==> config.mk <==
export PLATFORM = sky130hd
export DESIGN_NAME = imem_loader
export DESIGN_NICKNAME = d
export VERILOG_FILES = /design/src/rtl/imem_loader.sv
export SDC_FILE = /design/constraint.sdc
export NUM_CORES = 1
export LEC_CHECK = 0
export ABC_CLOCK_PERIOD_IN_PS = 3300
export BUFFER_PORTS_ARGS = -buffer_cell sky130_fd_sc_hd__buf_2
export CORE_MARGIN = 4
export CORE_UTILIZATION = 41
export CTS_BUF_LIST = sky130_fd_sc_hd__clkbuf_8
export DETAILED_ROUTE_END_ITERATION = 10
export PLACE_DENSITY = 0.68
export SKIP_CTS_REPAIR_TIMING = 1
export SYNTH_ARGS = -nofsm -noshare
export SYNTH_HDL_FRONTEND = slang
export SYNTH_SLANG_ARGS = --single-unit
==> constraint.sdc <==
create_clock -name clk -period 3.3 [get_ports clk]
set_clock_uncertainty 0.1 [all_clocks]
set_input_delay 0.495 -clock clk [delete_from_list [all_inputs] [get_ports clk]]
set_output_delay 0.495 -clock clk [all_outputs]
set_load 0.02 [all_outputs]
==> src/rtl/imem_loader.sv <==
// Serial boot loader: receives a framed program over a byte stream and writes it into instruction memory.
// Optional trailing XOR checksum byte is enabled by defining IMEM_LOADER_CKSUM_EN.
module imem_loader #(
    parameter int         DEPTH = 32,
    parameter logic [7:0] SYNC  = 8'hA5
) (
    input  logic        clk,
    input  logic        reset,
    input  logic        rx_valid,
    input  logic [7:0]  rx_data,
    output logic        rx_ready,
    output logic        imem_we,
    output logic [31:0] imem_waddr,
    output logic [31:0] imem_wdata,
    output logic        cpu_reset,
    output logic        load_done,
    output logic        load_err
);

`ifdef IMEM_LOADER_CKSUM_EN
    typedef enum logic [2:0] {IDLE, CNT_LO, CNT_HI, DATA, CKSUM, DONE, ERR} state_t;
    localparam state_t END_ST = CKSUM;
`else
    typedef enum logic [2:0] {IDLE, CNT_LO, CNT_HI, DATA, DONE, ERR} state_t;
    localparam state_t END_ST = DONE;
`endif

    localparam logic [15:0] DEPTH_CNT = 16'(DEPTH);

    state_t      state_reg;
    state_t      state_next;
    logic [15:0] count_reg;
    logic [15:0] word_cnt_reg;
    logic [1:0]  byte_cnt_reg;
    logic [31:0] word_reg;
    logic        we_reg;
    logic        ready_ok_reg;
`ifdef IMEM_LOADER_CKSUM_EN
    logic [7:0]  cksum_reg;
`endif
    logic        accept;
    logic        start;
    logic        last_word;
    logic [15:0] count_full;

    // ready_ok_reg keeps rx_ready low until the first cycle after reset is released
    assign rx_ready   = ready_ok_reg && !we_reg && (state_reg != DONE);
    assign accept     = rx_valid && rx_ready;
    assign count_full = {rx_data, count_reg[7:0]};
    assign last_word  = ((word_cnt_reg + 16'd1) == count_reg);

    assign imem_we    = we_reg;
    assign imem_waddr = {14'd0, word_cnt_reg, 2'b00};
    assign imem_wdata = word_reg;
    assign cpu_reset  = (state_reg != DONE);
    assign load_done  = (state_reg == DONE);
    assign load_err   = (state_reg == ERR);

    always_ff @(posedge clk) begin
        if (!reset) begin
            state_reg <= IDLE;
        end else begin
            state_reg <= state_next;
        end
    end

    always_comb begin
        state_next = state_reg;
        start      = 1'b0;
        case (state_reg)
            IDLE, ERR: begin
                if (accept && rx_data == SYNC) begin
                    state_next = CNT_LO;
                    start      = 1'b1;
                end
            end
            CNT_LO: begin
                if (accept) state_next = CNT_HI;
            end
            CNT_HI: begin
                if (accept) begin
                    if (count_full > DEPTH_CNT)   state_next = ERR;
                    else if (count_full == 16'd0) state_next = END_ST;
                    else                          state_next = DATA;
                end
            end
            DATA: begin
                // leave only after the final word's write strobe has been issued
                if (we_reg && last_word) state_next = END_ST;
            end
`ifdef IMEM_LOADER_CKSUM_EN
            CKSUM: begin
                if (accept) state_next = (rx_data == cksum_reg) ? DONE : ERR;
            end
`endif
            DONE: state_next = DONE;
            default: state_next = IDLE;
        endcase
    end

    always_ff @(posedge clk) begin
        if (!reset) begin
            count_reg    <= 16'd0;
            word_cnt_reg <= 16'd0;
            byte_cnt_reg <= 2'd0;
            we_reg       <= 1'b0;
            ready_ok_reg <= 1'b0;
`ifdef IMEM_LOADER_CKSUM_EN
            cksum_reg    <= 8'd0;
`endif
        end else begin
            ready_ok_reg <= 1'b1;
            we_reg       <= 1'b0;
            if (start) begin
                word_cnt_reg <= 16'd0;
                byte_cnt_reg <= 2'd0;
`ifdef IMEM_LOADER_CKSUM_EN
                cksum_reg    <= 8'd0;
`endif
            end
            if (state_reg == CNT_LO && accept) count_reg[7:0]  <= rx_data;
            if (state_reg == CNT_HI && accept) count_reg[15:8] <= rx_data;
            if (state_reg == DATA && accept) begin
                byte_cnt_reg <= byte_cnt_reg + 2'd1;
`ifdef IMEM_LOADER_CKSUM_EN
                cksum_reg    <= cksum_reg ^ rx_data;
`endif
                if (byte_cnt_reg == 2'd3) we_reg <= 1'b1;
            end
            if (state_reg == DATA && we_reg) word_cnt_reg <= word_cnt_reg + 16'd1;
        end
    end

    // little-endian assembly: byte n of the word lands in lane n
    genvar gi;
    generate
        for (gi = 0; gi < 4; gi++) begin : g_lane
            logic [7:0] lane_reg;
            always_ff @(posedge clk) begin
                if (!reset) begin
                    lane_reg <= 8'd0;
                end else if (state_reg == DATA && accept && byte_cnt_reg == 2'(gi)) begin
                    lane_reg <= rx_data;
                end
            end
            assign word_reg[gi*8 +: 8] = lane_reg;
        end
    endgenerate

endmodule
==> results.py, run 1 <==
metrics = {
    "critical_path": {
        "crit_path_end_kind": "flop",
        "cp-start-kind": "flop",
        "cp_max_fo": 8,
        "critPathRequiredTime_ns": 3.48,
        "worstPathArrival_ns": 2.84,
        "crit_type": "reg -> reg",
    },
    "power": {
        "clkPwrFrac": 0.428,
        "power_leakage_nw": 1.76,
        "intPower_mw": 1.24,
        "swShare": 0.231,
        "p_sw_mw": 0.373,
        "p_seq_frac": 0.532,
        "pwr-share-comb": 0.041,
        "ir_drop_mv": 0.177,
        "powerDensity_nw_per_um2": 375,
    },
    "global_routing": {
        "grt_pass1_vias": 3121,
        "grt_pass1_wl_microns": 15600,
        "antenna_found_initial": 0,
        "grt_usage": 0.172,
        "grt_max_degree": 58,
        "gr-total-overflow": 0,
    },
    "yosys": {
        "synth_cell_types": 62,
        "ys.warnings.count": 0,
        "ys_seq_elements": 71,
        "synth.yosys.seq_area_share": 0.369,
        "async_flop_share": 0,
        "netlist_area_sq_um": 3850,
        "synth-edff-count": 0,
        "syn_area_per_cell_sq_um": 8.41,
        "synth_cells": 458,
        "ys.flop_type": "dfxtp_1",
    },
    "sta": {
        "min_period_ns": 2.67,
        "hold_viol_final": 0,
        "fin_crit_sh": 0.808,
        "finalMaxSlewViolations": 0,
        "worst_pin_slew_ns": 0.872,
        "rsz0062_at_grt": "no",
        "relSlewSlack": 0.419,
        "fmax_ghz": 0.375,
        "setup_tns_ns": 0,
        "setup_viol": 0,
    },
    "floorplan": {
        "rows": 35,
        "initial_core_util": 0.419,
        "die_width_microns": 105,
        "dieArea_sq_um": 11000,
        "io_pins": 80,
        "die_h_microns": 105,
        "core_sq_um": 9200,
    },
    "clock_network": {
        "tritoncts": "done",
        "clockRootBuffer": "clkbuf_8",
        "path_clk_slew_ns": 0.08,
        "clkLatencyLatePin_ns": 0.34,
        "cts_buffers": 9,
        "cts_buffer_depth": 2,
        "htreeDepth": 3,
        "clock-sinks": 71,
    },
    "routing": {
        "wl_per_cell_microns": 15.3,
        "drt_iter0_markers": 182,
        "drc": 0,
        "antenna_left": 0,
        "vias": 3391,
        "routed_wl_microns": 9450,
        "dr.pass1.iters": 4,
        "drt-vias-per-instance": 5.48,
    },
    "flow_run": {
        "drv_cap": 0,
    },
    "layout": {
        "largest_register_ffs": 32,
        "syn_to_final_growth_pct": 11.8,
        "utilization": 0.468,
        "final_layout_size_suffix_gt1_frac": 0.191,
        "fin_nets": 520,
        "fin_cells": 619,
        "diodes": 0,
    },
    "worst_hold_path": {
        "hp-class": "reg -> reg",
    },
    "status": {
        "status": "complete, no violations",
    },
    "placed_design": {
        "dpl.hpwl_microns": 6720,
        "portBuffers": 63,
        "gp_congestion": 0.867,
        "place_inst": 604,
    },
}
## kinds of logic after synthesis
kind of cell | Yosys count | share of synthesized area
DFF | 71 | 0.369
muxes | 16 | 0.0416
adders and majority gates | 5 | 0.0162
xor gates and xnor gates | 21 | 0.0478
AOI/OAI and AO/OA | 98 | 0.180
buffers and inverters | 50 | 0.0760
and+or+nand+nor | 196 | 0.268
other | 1 | 0.000974
## layer usage
layer  vias to the layer above  track usage  part of all wire
met1                      1605        0.228              0.44
met3                         6       0.0537             0.088
met4                         0       0.0431            0.0068
met5                         -            0                 0
li1                       1662            -                 -
met2                       118        0.273              0.46
## layout make-up
type                       instances  area (sq um)
sequential                        71          1420
tap                              111           139
timing repair buffer              65           330
clock inverter                     5          58.8
fill                             887          4890
inverter                           5          18.8
multi-input combinational        352          2200
clock buffer                      10           138
## power by group through the flow
stage / combinational, mW / clock [mW] / sequential (mW)
2_1_floorplan: 0.0584 / 0 / 0.877
3_3_place_gp: 0.0652 / 0 / 0.877
3_5_place_dp: 0.0657 / 0 / 0.877
4_1_cts: 0.0657 / 0.707 / 0.857
5_1_grt: 0.0708 / 0.755 / 0.857
6_report: 0.0659 / 0.689 / 0.857
## cell usage in the layout, fill, tap and decap left out, types with 4 or more instances in the layout
cell type	netlist	routed
nor2b_1	23	23
a22oi_1	4	4
and3_1	4	4
nor3_1	10	9
dfxtp_1	71	71
buf_2	3	63
a31oi_1	5	5
a21oi_1	12	12
xnor2_1	14	14
xor2_1	7	7
a21boi_0	35	35
mux2i_1	16	16
and2_1	4	4
inv_1	5	5
nor2_1	21	21
nand3_1	48	48
nand2_1	53	53
nand2b_1	6	6
clkbuf_8	0	10
o21ai_1	5	5
ha_1	5	5
conb_1	1	16
nand4_1	4	4
o21ai_0	15	15
## worst paths after layout
| path | start | end | slack (ns) | depth (start not counted) |
|---|---|---|---|---|
| worst max-delay path | word_cnt_reg[0]$_SDFFE_PN0P_ | state_reg[2]$_SDFFE_PN0P_ | 0.63 | 8 |
| worst min-delay path | g_lane[2].lane_reg[6]$_SDFFE_PN0P_ | g_lane[2].lane_reg[6]$_SDFFE_PN0P_ | 0.36 | 2 |
| worst max register to register | word_cnt_reg[0]$_SDFFE_PN0P_ | state_reg[2]$_SDFFE_PN0P_ | 0.63 | 8 |
| worst min register to register | g_lane[2].lane_reg[6]$_SDFFE_PN0P_ | g_lane[2].lane_reg[6]$_SDFFE_PN0P_ | 0.36 | 2 |
## worst max-delay path, stage by stage (launching register included)
cell and delay, ns:
dfxtp_1 0.47, ha_1 0.31, nand3_1 0.23, nor4_2 0.44, xnor2_1 0.17, nand4_1 0.09, a2111o_1 0.38, o21ai_1 0.22
and3_1 0.18
## synth_stat cells, drive strengths merged (2+ instances only)
cell	number	share of area
mux2i	16	0.042
nor2b	23	0.037
clkbuf	15	0.015
buf	29	0.054
or2	3	0.0049
o31ai	2	0.0039
o21ai	21	0.028
nor2	21	0.020
nand2	54	0.053
xnor2	14	0.032
dfxtp	71	0.37
a31oi	5	0.0081
xor2	7	0.016
nand4	5	0.0097
a22o	3	0.011
and3	4	0.0065
o21a	2	0.0039
inv	5	0.0049
ha	5	0.016
nor3	11	0.017
a21oi	12	0.016
nor4	4	0.0097
a22oi	5	0.011
nand2b	6	0.0097
nand4b	3	0.0068
nand3	48	0.062
and2	4	0.0065
a21boi	37	0.072
or4	4	0.0088
o221a	2	0.0058
## through the flow
| stage | setup WS, ns | power, mW | instance area, sq um | hold WS [ns] |
|---|---|---|---|---|
| 5_1_grt | 0.436 | 1.68 | 4300 | 0.389 |
| 4_1_cts | 0.649 | 1.63 | 4300 | 0.367 |
| 3_3_place_gp | 0.782 | 0.943 | 4110 | 0.352 |
| 6_report | 0.634 | 1.61 | 4300 | 0.362 |
| 3_5_place_dp | 0.683 | 0.943 | 4110 | 0.356 |
| 2_1_floorplan | 0.812 | 0.936 | 3910 | 0.387 |
Note: power is estimated with default switching activity, not from simulation.
==> run 2: changes to the inputs <==
--- a/config.mk
+++ b/config.mk
@@ -5,7 +5,7 @@
 export SDC_FILE = /design/constraint.sdc
 export NUM_CORES = 1
 export LEC_CHECK = 0
-export ABC_CLOCK_PERIOD_IN_PS = 3300
+export ABC_CLOCK_PERIOD_IN_PS = 2600
 export BUFFER_PORTS_ARGS = -buffer_cell sky130_fd_sc_hd__buf_2
 export CORE_MARGIN = 4
 export CORE_UTILIZATION = 41
==> constraint.sdc (replaced) <==
create_clock -name clk -period 2.6 [get_ports clk]
set_clock_uncertainty 0.1 [all_clocks]
set_input_delay 0.39 -clock clk [delete_from_list [all_inputs] [get_ports clk]]
set_output_delay 0.39 -clock clk [all_outputs]
set_load 0.02 [all_outputs]
==> run 2 against run 1 <==
Net effect:
- flip-flop and latch count is the same
- highest routed layer unchanged
- worst setup slack lost 0.46 ns
- largest cell class unchanged
- global-route usage grew 0.67 points
- critical path type unchanged
- die area is the same
- register-to-register slack lost 0.46 ns
- count of clock-buffer cells in the layout shrank 1
- sequential power grew 27%
==> results.py, run 2 (synthesized netlist as in run 1, its figures left out) <==
metrics = {
    "critical_path": {
        "cp_top_family": "simple AND/OR/NAND/NOR gates",
        "crit_cells": 7,
        "crit_path_end": "state_reg[2]$_SDFFE_PN0P_",
        "setup.worst_path.start": "word_cnt_reg[11]$_SDFFE_PN0P_",
        "critPathRequiredTime_ns": 2.79,
        "critical_path.max_stage_delay_ns": 0.45,
        "crit_type": "reg -> reg",
        "path_buf_inv": 0,
        "critPathSlowestCell": "or2_2",
        "worstPathArrival_ns": 2.62,
        "reg2reg_slack_ns": 0.17,
        "r2r_end": "state_reg[2]$_SDFFE_PN0P_",
        "path_cells": "nand4_1 -> or2_2 -> xor2_1 -> a41oi_1 -> a2111o_1 -> o21ai_1 -> and3_1",
        "cp_max_fo": 7,
        "rr_worst_depth": 7,
        "rr_startpoint": "word_cnt_reg[11]$_SDFFE_PN0P_",
        "cp-start-kind": "flop",
        "crit_path_end_kind": "flop",
    },
    "sta": {
        "fin_crit_sh": 0.934,
        "hold_viol_final": 0,
        "setup_tns_ns": 0,
        "fmax_ghz": 0.412,
        "min_period_ns": 2.43,
        "relSlewSlack": 0.499,
        "finalMaxSlewViolations": 0,
        "layout_setup_ws_ns": 0.172,
        "whs_ns": 0.282,
        "worst_pin_slew_ns": 0.752,
        "setup_viol": 0,
    },
    "global_routing": {
        "grt_usage": 0.179,
        "gr-total-overflow": 0,
        "grt_max_degree": 50,
        "grt_pass1_vias": 3201,
        "antenna_found_initial": 0,
        "grt_pass1_wl_microns": 16200,
    },
    "layout": {
        "fin_cells": 633,
        "final_area_sq_um": 4450,
        "final_layout_size_suffix_gt1_frac": 0.213,
        "largest_register_ffs": 32,
        "utilization": 0.484,
        "fin_nets": 533,
        "fill_cells": 919,
        "diodes": 0,
        "syn_to_final_growth_pct": 15.6,
        "layout_commonest_cell": "dfxtp_1",
        "most-common-layout-cells": "dfxtp_1 (71), buf_2 (63), nand2_1 (53)",
    },
    "clock_network": {
        "htreeDepth": 3,
        "cts_buffers": 9,
        "clkLatencyLatePin_ns": 0.35,
        "tritoncts": "done",
        "clock-sinks": 71,
        "path_clk_slew_ns": 0.09,
        "clockRootBuffer": "clkbuf_8",
        "cts_buffer_depth": 2,
    },
    "worst_hold_path": {
        "hp-class": "in -> reg",
        "worstHoldStart": "rx_data[4]",
        "whs_path_depth": 3,
    },
    "routing": {
        "antenna_left": 0,
        "dr.pass1.iters": 7,
        "routed_wl_microns": 9950,
        "drt-vias-per-instance": 5.48,
        "wl_per_cell_microns": 15.7,
        "vias": 3471,
        "drt_iter0_markers": 188,
        "drc": 0,
    },
    "floorplan": {
        "core_sq_um": 9200,
        "initial_core_util": 0.419,
        "dieArea_sq_um": 11000,
        "rows": 35,
        "die_h_microns": 105,
        "die_width_microns": 105,
        "io_pins": 80,
    },
    "power": {
        "ir_drop_mv": 0.325,
        "powerDensity_nw_per_um2": 492,
        "finalPower_mw": 2.19,
        "power_leakage_nw": 1.87,
    },
    "placed_design": {
        "place_inst": 617,
        "gp_congestion": 0.863,
        "portBuffers": 63,
        "dpl_cell_area_sq_um": 4220,
        "dp_slack_ns": 0.170,
        "dpl.hpwl_microns": 7160,
    },
    "flow_run": {
        "drv_cap": 0,
    },
    "status": {
        "status": "complete, no violations",
    },
}
==> run 2: worst min path at each step <==
stage / endpoint / slack [ns]
6_report: g_lane[1].lane_reg[4]$_SDFFE_PN0P_ / 0.28
3_5_place_dp: g_lane[2].lane_reg[1]$_SDFFE_PN0P_ / 0.36
2_1_floorplan: ready_ok_reg$_DFF_P_ / 0.32
5_1_grt: g_lane[1].lane_reg[4]$_SDFFE_PN0P_ / 0.27
3_3_place_gp: g_lane[1].lane_reg[2]$_SDFFE_PN0P_ / 0.35
4_1_cts: g_lane[1].lane_reg[4]$_SDFFE_PN0P_ / 0.26
==> run 2: power breakdown <==
| group | internal, mW | switching [mW] | leakage, nW |
|---|---|---|---|
| clock network | 0.552 | 0.464 | 0.111 |
| registers | 1.09 | 0.000867 | 0.572 |
| logic | 0.0267 | 0.0623 | 1.19 |
==> run 2: worst reg2reg max path, cell delays in order, from the launching register on <==
cell	delay, ns
dfxtp_1	0.42
nand4_1	0.34
or2_2	0.45
xor2_1	0.17
a41oi_1	0.14
a2111o_1	0.36
o21ai_1	0.21
and3_1	0.18
==> run 2: final cells by class <==
type | count | area (sq um) | share of cell area
multi-input combinational | 352 | 2210 | 0.496
tap | 111 | 139 | 0.0312
clock buffer | 9 | 124 | 0.0278
inverter | 5 | 18.8 | 0.00421
timing repair buffer | 78 | 440 | 0.0989
clock inverter | 7 | 103 | 0.0230
sequential | 71 | 1420 | 0.319
==> run 2: layer usage <==
metal,track usage,routed length (microns),vias to the layer above
li1,-,-,1691
met1,0.238,4570,1652
met2,0.284,4590,122
met3,0.0593,734,6
met4,0.0347,57,0
met5,0,0,-
==> run 3: changes to the inputs <==
--- a/config.mk
+++ b/config.mk
@@ -7,12 +7,13 @@
 export LEC_CHECK = 0
 export ABC_CLOCK_PERIOD_IN_PS = 2600
 export BUFFER_PORTS_ARGS = -buffer_cell sky130_fd_sc_hd__buf_2
+export CELL_PAD_IN_SITES_DETAIL_PLACEMENT = 1
+export CELL_PAD_IN_SITES_GLOBAL_PLACEMENT = 1
 export CORE_MARGIN = 4
 export CORE_UTILIZATION = 41
 export CTS_BUF_LIST = sky130_fd_sc_hd__clkbuf_8
 export DETAILED_ROUTE_END_ITERATION = 10
-export PLACE_DENSITY = 0.68
-export SKIP_CTS_REPAIR_TIMING = 1
+export PLACE_DENSITY = 0.86
 export SYNTH_ARGS = -nofsm -noshare
 export SYNTH_HDL_FRONTEND = slang
 export SYNTH_SLANG_ARGS = --single-unit
==> run 3 against run 2 <==
Net effect:
- non-clock buffer count fell by 1
- core utilization rose by 0.11 points
- combinational power rose by 2.4%
- register-to-register slack improved by 0.03 ns
- maximum frequency rose by 1.1%
- final area rose by 0.22%
- hold slack got worse by 0.012 ns
- largest cell class unchanged
- highest routed layer unchanged
==> results.py, run 3 (synthesized netlist as in run 1, its figures left out) <==
metrics = {
    "status": {
        "status": "complete, no violations",
    },
    "global_routing": {
        "grt_pass1_vias": 3744,
        "gr-total-overflow": 0,
        "grt_pass1_wl_microns": 18900,
        "antenna_found_initial": 0,
        "grt_max_degree": 41,
        "grt_usage": 0.211,
    },
    "routing": {
        "vias": 3587,
        "routed_wl_microns": 11300,
        "wl_per_cell_microns": 17.9,
        "dr.pass1.iters": 4,
        "drt_iter0_markers": 204,
        "drt-vias-per-instance": 5.68,
        "drc": 0,
        "antenna_left": 0,
    },
    "critical_path": {
        "crit_type": "reg -> reg",
        "critPathRequiredTime_ns": 2.79,
        "worstPathArrival_ns": 2.59,
        "crit_path_end_kind": "flop",
        "cp_max_fo": 11,
        "cp-start-kind": "flop",
    },
    "sta": {
        "rsz0062_at_grt": "no",
        "fmax_ghz": 0.416,
        "hold_viol_final": 0,
        "setup_viol": 0,
        "finalMaxSlewViolations": 0,
        "fin_crit_sh": 0.924,
        "worst_pin_slew_ns": 0.555,
        "min_period_ns": 2.40,
        "setup_tns_ns": 0,
        "layout_setup_ws_ns": 0.197,
        "relSlewSlack": 0.629,
    },
    "clock_network": {
        "path_clk_slew_ns": 0.08,
        "clockRootBuffer": "clkbuf_8",
        "clock-sinks": 71,
        "cts_buffer_depth": 2,
        "tritoncts": "done",
        "htreeDepth": 3,
        "cts_hold_buf": 0,
        "cts_buffers": 9,
        "clkLatencyLatePin_ns": 0.35,
    },
    "power": {
        "ir_drop_mv": 0.313,
        "power_leakage_nw": 1.88,
        "powerDensity_nw_per_um2": 480,
    },
    "floorplan": {
        "die_width_microns": 105,
        "rows": 35,
        "die_h_microns": 105,
        "initial_core_util": 0.419,
        "io_pins": 80,
        "core_sq_um": 9200,
        "dieArea_sq_um": 11000,
    },
    "placed_design": {
        "dp_slack_ns": 0.159,
        "portBuffers": 63,
        "dpl.hpwl_microns": 8040,
        "place_inst": 615,
        "gp_congestion": 0.846,
    },
    "layout": {
        "diodes": 0,
        "final_layout_size_suffix_gt1_frac": 0.211,
        "multi_input_area_sq_um": 2220,
        "most-common-layout-cells": "dfxtp_1 (71), buf_2 (63), nand2_1 (53)",
        "regArea_sq_um": 1420,
        "largest_register_ffs": 32,
        "layout_commonest_cell": "dfxtp_1",
        "syn_to_final_growth_pct": 15.9,
        "fill_cells": 1150,
        "fin_nets": 532,
        "fin_cells": 632,
    },
    "worst_hold_path": {
        "hp-class": "in -> reg",
    },
    "flow_run": {
        "drv_cap": 0,
    },
}
==> run 3: worst paths after layout <==
| kind | cells after the start | slack (ns) | to | from |
|---|---|---|---|---|
| min reg2reg | 2 | 0.37 | g_lane[2].lane_reg[1]$_SDFFE_PN0P_ | g_lane[2].lane_reg[1]$_SDFFE_PN0P_ |
| max | 7 | 0.20 | state_reg[2]$_SDFFE_PN0P_ | word_cnt_reg[2]$_SDFFE_PN0P_ |
| min | 3 | 0.27 | g_lane[1].lane_reg[0]$_SDFFE_PN0P_ | rx_data[0] |
| max reg2reg | 7 | 0.20 | state_reg[2]$_SDFFE_PN0P_ | word_cnt_reg[2]$_SDFFE_PN0P_ |
==> run 3: metal layers <==
metal,track usage,part of all wire
met1,0.260,0.43
met2,0.361,0.50
met3,0.0494,0.049
met4,0.0665,0.016
met5,0,0
==> run 3: final cells by class <==
class,count,area share
clock inverter,7,0.0202
clock buffer,9,0.0278
timing repair buffer,77,0.0998
inverter,5,0.00421
multi-input combinational,352,0.498
tap,111,0.0311
sequential,71,0.318
==> run 3: where the power goes <==
group	switching [mW]	internal, mW	total [mW]	leakage (nW)
clock	0.429	0.535	0.964	0.116
combinational	0.0636	0.0274	0.0911	1.19
sequential	0.000768	1.09	1.09	0.572
==> run 3: worst max-delay path, stage by stage (launching register included) <==
cell and delay, ns:
dfxtp_1 0.51, nand4_1 0.30, nor4_2 0.31, xnor2_1 0.17, nand4_1 0.11, a2111o_1 0.40
o21ai_1 0.24, and3_1 0.20
==> run 3: repair_timing <==
item / 4_1_cts / 5_1_grt
setup endpoints to repair: 0 / 3
resized for setup: 0 / 4
buffers inserted: 0 / 1
==> run 3: per-stage QoR <==
step / utilization / area (sq um) / total power, mW / hold slack, ns
2_1_floorplan: - / 3910 / 1.19 / 0.318
3_3_place_gp: 0.458 / 4220 / 1.20 / 0.345
3_5_place_dp: 0.458 / 4220 / 1.20 / 0.362
4_1_cts: 0.482 / 4430 / 2.16 / 0.254
5_1_grt: 0.485 / 4460 / 2.22 / 0.261
6_report: 0.485 / 4460 / 2.14 / 0.269
